### config.mk
export PLATFORM = sky130hd
export DESIGN_NAME = load_store_unit
export DESIGN_NICKNAME = d
export VERILOG_FILES = /design/src/rtl/load_store_unit.sv
export SDC_FILE = /design/constraint.sdc
export NUM_CORES = 1
export LEC_CHECK = 0
export ABC_AREA = 1
export CAP_MARGIN = 20
export CORE_MARGIN = 10
export CORE_UTILIZATION = 40
export DETAILED_ROUTE_END_ITERATION = 8
export PLACE_DENSITY_LB_ADDON = 0.1
export SYNTH_ARGS = -nofsm -noshare
export SYNTH_HDL_FRONTEND = slang
export SYNTH_SLANG_ARGS = --single-unit
export TNS_END_PERCENT = 20
### constraint.sdc
create_clock -name clk -period 3.7 [get_ports clk]
set_clock_uncertainty 0.15 [all_clocks]
set_input_delay 0.74 -clock clk [delete_from_list [all_inputs] [get_ports clk]]
set_output_delay 0.74 -clock clk [all_outputs]
set_load 0.005 [all_outputs]
### src/rtl/load_store_unit.sv
// load_store_unit: memory-stage LSU running one valid/ready data-memory access per request.
// Optional LSU_TIMEOUT_EN: abort with bus_error after TIMEOUT_CYCLES stalled MEM cycles.
module load_store_unit #(
  parameter int unsigned TIMEOUT_CYCLES = 255
) (
  input  logic        clk,
  input  logic        reset,
  input  logic        req_valid,
  output logic        req_ready,
  input  logic        is_load,
  input  logic        is_store,
  input  logic [2:0]  funct3,
  input  logic [31:0] addr,
  input  logic [31:0] store_data,
  output logic        done,
  output logic [31:0] load_data,
  output logic        misaligned,
  output logic        bus_error,
  output logic        mem_valid,
  input  logic        mem_ready,
  output logic [31:0] mem_addr,
  output logic [31:0] mem_wdata,
  output logic [3:0]  mem_wstrb,
  input  logic [31:0] mem_rdata
);

  typedef enum logic [1:0] {IDLE, MEM, DONE} state_t;

  state_t      state, state_nxt;
  logic        bad_op, bad_align, reject;
  logic        hs, timeout;
  logic        err_q, ld_q;
  logic [2:0]  f3_q;
  logic [1:0]  off_q;
  logic [3:0]  strb;
  logic [31:0] wdata, shifted, ext;

  if (TIMEOUT_CYCLES < 1 || TIMEOUT_CYCLES > 65535) begin : g_bad_param
    $error("TIMEOUT_CYCLES out of range 1..65535");
  end

  assign bad_op = (is_load == is_store) ||
                  (is_load ? (funct3 inside {3'b011, 3'b110, 3'b111})
                           : !(funct3 inside {3'b000, 3'b001, 3'b010}));
  assign bad_align = (funct3[1:0] == 2'b01 && addr[0]) ||
                     (funct3[1:0] == 2'b10 && addr[1:0] != 2'b00);
  assign reject = bad_op || bad_align;

  assign hs         = (state == MEM) && mem_ready;
  assign req_ready  = (state == IDLE);
  assign mem_valid  = (state == MEM);
  assign done       = (state == DONE);
  assign misaligned = done && err_q;

  always_comb begin
    strb  = 4'b1111;
    wdata = store_data;
    case (funct3[1:0])
      2'b00: begin
        strb  = 4'b0001 << addr[1:0];
        wdata = {4{store_data[7:0]}};
      end
      2'b01: begin
        strb  = 4'b0011 << addr[1:0];
        wdata = {2{store_data[15:0]}};
      end
      default: ;
    endcase
  end

  // lane select; word accesses are aligned so shifted == mem_rdata
  always_comb begin
    shifted = mem_rdata >> {off_q, 3'b000};
    case (f3_q)
      3'b000:  ext = {{24{shifted[7]}}, shifted[7:0]};
      3'b001:  ext = {{16{shifted[15]}}, shifted[15:0]};
      3'b100:  ext = {24'd0, shifted[7:0]};
      3'b101:  ext = {16'd0, shifted[15:0]};
      default: ext = shifted;
    endcase
  end

`ifdef LSU_TIMEOUT_EN
  logic [15:0] cnt;
  logic        berr_q;

  assign timeout = (state == MEM) && !mem_ready &&
                   ({16'd0, cnt} + 32'd1 >= TIMEOUT_CYCLES);
  assign bus_error = done && berr_q;

  always_ff @(posedge clk or posedge reset) begin
    if (reset) begin
      cnt    <= '0;
      berr_q <= 1'b0;
    end else begin
      cnt    <= (state == MEM && !mem_ready) ? cnt + 16'd1 : 16'd0;
      berr_q <= (state == MEM) ? timeout : 1'b0;
    end
  end
`else
  assign timeout   = 1'b0;
  assign bus_error = 1'b0;
`endif

  always_ff @(posedge clk or posedge reset) begin
    if (reset) state <= IDLE;
    else       state <= state_nxt;
  end

  always_comb begin
    state_nxt = state;
    case (state)
      IDLE: if (req_valid) state_nxt = reject ? DONE : MEM;
      MEM:  if (hs || timeout) state_nxt = DONE;
      DONE: state_nxt = IDLE;
      default: state_nxt = IDLE;
    endcase
  end

  always_ff @(posedge clk or posedge reset) begin
    if (reset) begin
      err_q     <= 1'b0;
      ld_q      <= 1'b0;
      f3_q      <= '0;
      off_q     <= '0;
      load_data <= '0;
      mem_addr  <= '0;
      mem_wdata <= '0;
      mem_wstrb <= '0;
    end else begin
      case (state)
        IDLE: if (req_valid) begin
          err_q <= reject;
          ld_q  <= is_load;
          f3_q  <= funct3;
          off_q <= addr[1:0];
          if (!reject) begin
            mem_addr  <= {addr[31:2], 2'b00};
            mem_wdata <= wdata;
            mem_wstrb <= is_load ? 4'b0000 : strb;
          end
        end
        MEM:  if (hs && ld_q) load_data <= ext;
        DONE: err_q <= 1'b0;
        default: ;
      endcase
    end
  end

endmodule

==> results.txt <==
DR DRC count = 0
Root Buffer = clkbuf_16
worst-margin pin slew = 0.950 ns
hold_sp = mem_wdata[6]$_DFFE_PP0P_
fin. max-slew vios = 0
Top delay family on crit path = buffers and inverters
Cell Pwr Density = 611 mW/mm2
library cells used by synthesis = 26
worst vdd ir = 0.313 mV
Seq/Total Area, Yosys = 0.491
I/O Buffers = 206
fmax = 403 MHz
DRT Pass-1 Iters = 4
grt ovf = 0
crit path cell chain = inv_1, nor3_1, clkdlybuf4s50_1
first-pass GRT wire length = 28700 um
clk buf depth = 2
simple-gate portion of the synthesized area = 0.377
CTS sink cnt = 107
CTS tree = yes
Die Area = 0.0187 mm2
setup ws final = 1.22 ns
CTS clk-pin slew, worst paths = 0.07 ns
DR vias/cell = 4.88
crit path buf inv count = 2
DRT iter0 DRCs = 318
main combinational cell family by area after synthesis = simple AND/OR/NAND/NOR gates
CTS Buf Count = 9
pre-CTS setup slack = 0.880 ns
Starting Density = 0.410
Post-CTS Setup Repair Bufs = 0
Tcrit/Tclk final = 0.670
Vias = 5406
cts hold-fix bufs = 0
Resized cells post-CTS = 0
Worst Setup End Kind = output pin
height of the chip = 137 um
Rows = 42
leakage = 0.00397 uW
Clk Latency, worst-skew pair = 0.35 ns
Final GP Congestion = 0.876
post-route setup TNS = 0 ns
Power Total = 4850 uW
min Tclk post-route = 2.48 ns
Placement Cell Area = 0.00762 mm2
DR WL/cell = 16.4 um
Boundary Pins = 210
ant diodes = 0
initial antenna violation count = 0
worst r2r src = off_q[1]$_DFFE_PP0P_
drt total wl = 18200 um
worst hold path type = reg2reg
Final Non-Filler Cells = 1108
share of cells above drive strength 1 = 0.0633
XOR/XNOR Fraction of Synth Area = 0
number of flops mapped to enable cells by yosys = 0
Die X = 137 um
cell count after synthesis = 743
crit-path max FO = 4
Max Cap Viol = 0
critical path's largest stage delay = 0.56 ns
Worst Path Arrival = 1.59 ns
Async SR Flop Fraction = 1.00
Final setup viols = 0
Synth Area in Adders = 0
Ys Warns = 0
Avg Cell Area, Syn = 7.34 um2
CORE AREA = 0.0133 mm2
CP startpoint = state[1]$_DFFE_PP0P_
fillers = 1234
Critical Path RT = 2.81 ns
ys flop type = dfrtp_1
status = finished, final reports clean
Antenna Nets Post-Route = 0
Post-Synthesis Cell Area = 0.00546 mm2
GRT Resource Usage Total = 0.193
H-tree levels = 3
critical path startpoint category = register
Post-Layout Inst Area = 0.00793 mm2
Final nets = 1032
largest net degree at the start of global routing = 57
Inst Count DP = 1092
Synth Area in Compound Gates = 0.0511
mux contribution to synthesized area = 0
WS Path Type = reg2out
final hold viol count = 0
Slowest-stage cell, CP = clkdlybuf4s50_1
vias in the first global route = 5377
Synth Register Bits = 107
RSZ-0062 raised after global routing = false
Max transition margin = 0.365
Layout area overhead = 45.4%
post-DP HPWL = 13900 um
## worst register-to-register path, cell delays in order, from the launching register on
cell and delay (ns):
dfrtp_1 0.52, inv_1 0.57, nand3_1 0.15, nand2_1 0.11
nand2_1 0.31, inv_1 0.32, nor2_1 0.07, nor2_1 0.10
## flip-flops by register name, indices dropped and copies added (netlist names)
signal	count
load_data	32
mem_wdata	32
mem_addr	30
mem_wstrb	4
f3_q	3
off_q	2
state	2
err_q	1
ld_q	1
## cell usage after synthesis (2+ instances only)
library cell / count / area share
a21oi_1: 10 / 0.0092
o211ai_1: 6 / 0.0083
buf_4: 7 / 0.0096
buf_1: 3 / 0.0021
buf_2: 15 / 0.014
nand4_2: 2 / 0.0046
nor3_1: 2 / 0.0018
inv_2: 2 / 0.0014
or2_2: 23 / 0.026
inv_1: 49 / 0.034
buf_6: 4 / 0.0083
nor2_2: 3 / 0.0034
o21ai_0: 25 / 0.023
clkbuf_1: 16 / 0.011
dfrtp_1: 107 / 0.49
nand2_1: 311 / 0.21
a31oi_1: 7 / 0.0080
nand3_1: 103 / 0.094
nor2_1: 41 / 0.028
## cell type report
type / count / area [um2] / area share
clock buffer: 10 / 239 / 0.0301
clock inverter: 6 / 71.3 / 0.00899
inverter: 52 / 200 / 0.0252
multi-input combinational: 541 / 2350 / 0.296
sequential: 107 / 2680 / 0.338
tap: 176 / 220 / 0.0278
timing repair buffer: 216 / 2170 / 0.274
## where the power goes
part	switching [uW]	leakage, uW	internal (uW)	total (uW)
sequential	254	0.00133	1600	1860
combinational	855	0.00250	1140	2000
clock	447	0.000146	550	997
total	1560	0.00397	3290	4850
## kinds of logic after synthesis
| family | Yosys count |
|---|---|
| and+or+nand+nor | 488 |
| other | 1 |
| buffers and inverters | 97 |
| AOI/OAI and AO/OA | 50 |
| DFF | 107 |
## worst paths after layout
check	endpoint	slack (ns)	cells past startpoint
max in group asynchronous	load_data[9]$_DFFE_PP0P_	1.92	3
min in group asynchronous	mem_wdata[16]$_DFFE_PP0P_	0.79	2
worst min register to register	mem_wdata[6]$_DFFE_PP0P_	0.33	2
worst min-delay path	mem_wdata[6]$_DFFE_PP0P_	0.33	2
worst max register to register	load_data[10]$_DFFE_PP0P_	1.34	7
worst max-delay path	misaligned	1.22	3
## metrics by stage
stage	util	hold slack, ns
final	0.597	0.330
after global routing	0.597	0.346
after CTS	0.597	0.333
after detailed placement	0.573	0.314
after global placement	0.573	0.312
after floorplan	-	0.303
## cell usage in the layout, fill, tap and decap left out, types with 2 or more instances in the layout
| cell type | synthesis | final |
|---|---|---|
| nor2_2 | 3 | 2 |
| nand2_1 | 311 | 311 |
| o211ai_1 | 6 | 6 |
| dfrtp_1 | 107 | 107 |
| inv_1 | 49 | 48 |
| nand4_2 | 2 | 2 |
| buf_12 | 0 | 3 |
| nor3_1 | 2 | 2 |
| clkdlybuf4s50_1 | 0 | 206 |
| a21oi_1 | 10 | 10 |
| buf_4 | 7 | 7 |
| clkbuf_16 | 0 | 9 |
| inv_6 | 0 | 2 |
| inv_2 | 2 | 2 |
| nand3_1 | 103 | 103 |
| o21ai_0 | 25 | 25 |
| or2_2 | 23 | 23 |
| nor2_1 | 41 | 41 |
| a31oi_1 | 7 | 7 |
| clkinvlp_4 | 0 | 3 |
| conb_1 | 1 | 3 |
## per-layer routing
layer / vias up / part of all wire / wire length (um) / track usage
li1: 2701 / - / - / -
met1: 2486 / 0.41 / 7440 / 0.230
met2: 200 / 0.47 / 8610 / 0.311
met3: 19 / 0.10 / 1910 / 0.0814
met4: 0 / 0.015 / 265 / 0.0550
met5: - / 0 / 0 / 0
Note: power is estimated with default switching activity, not from simulation.
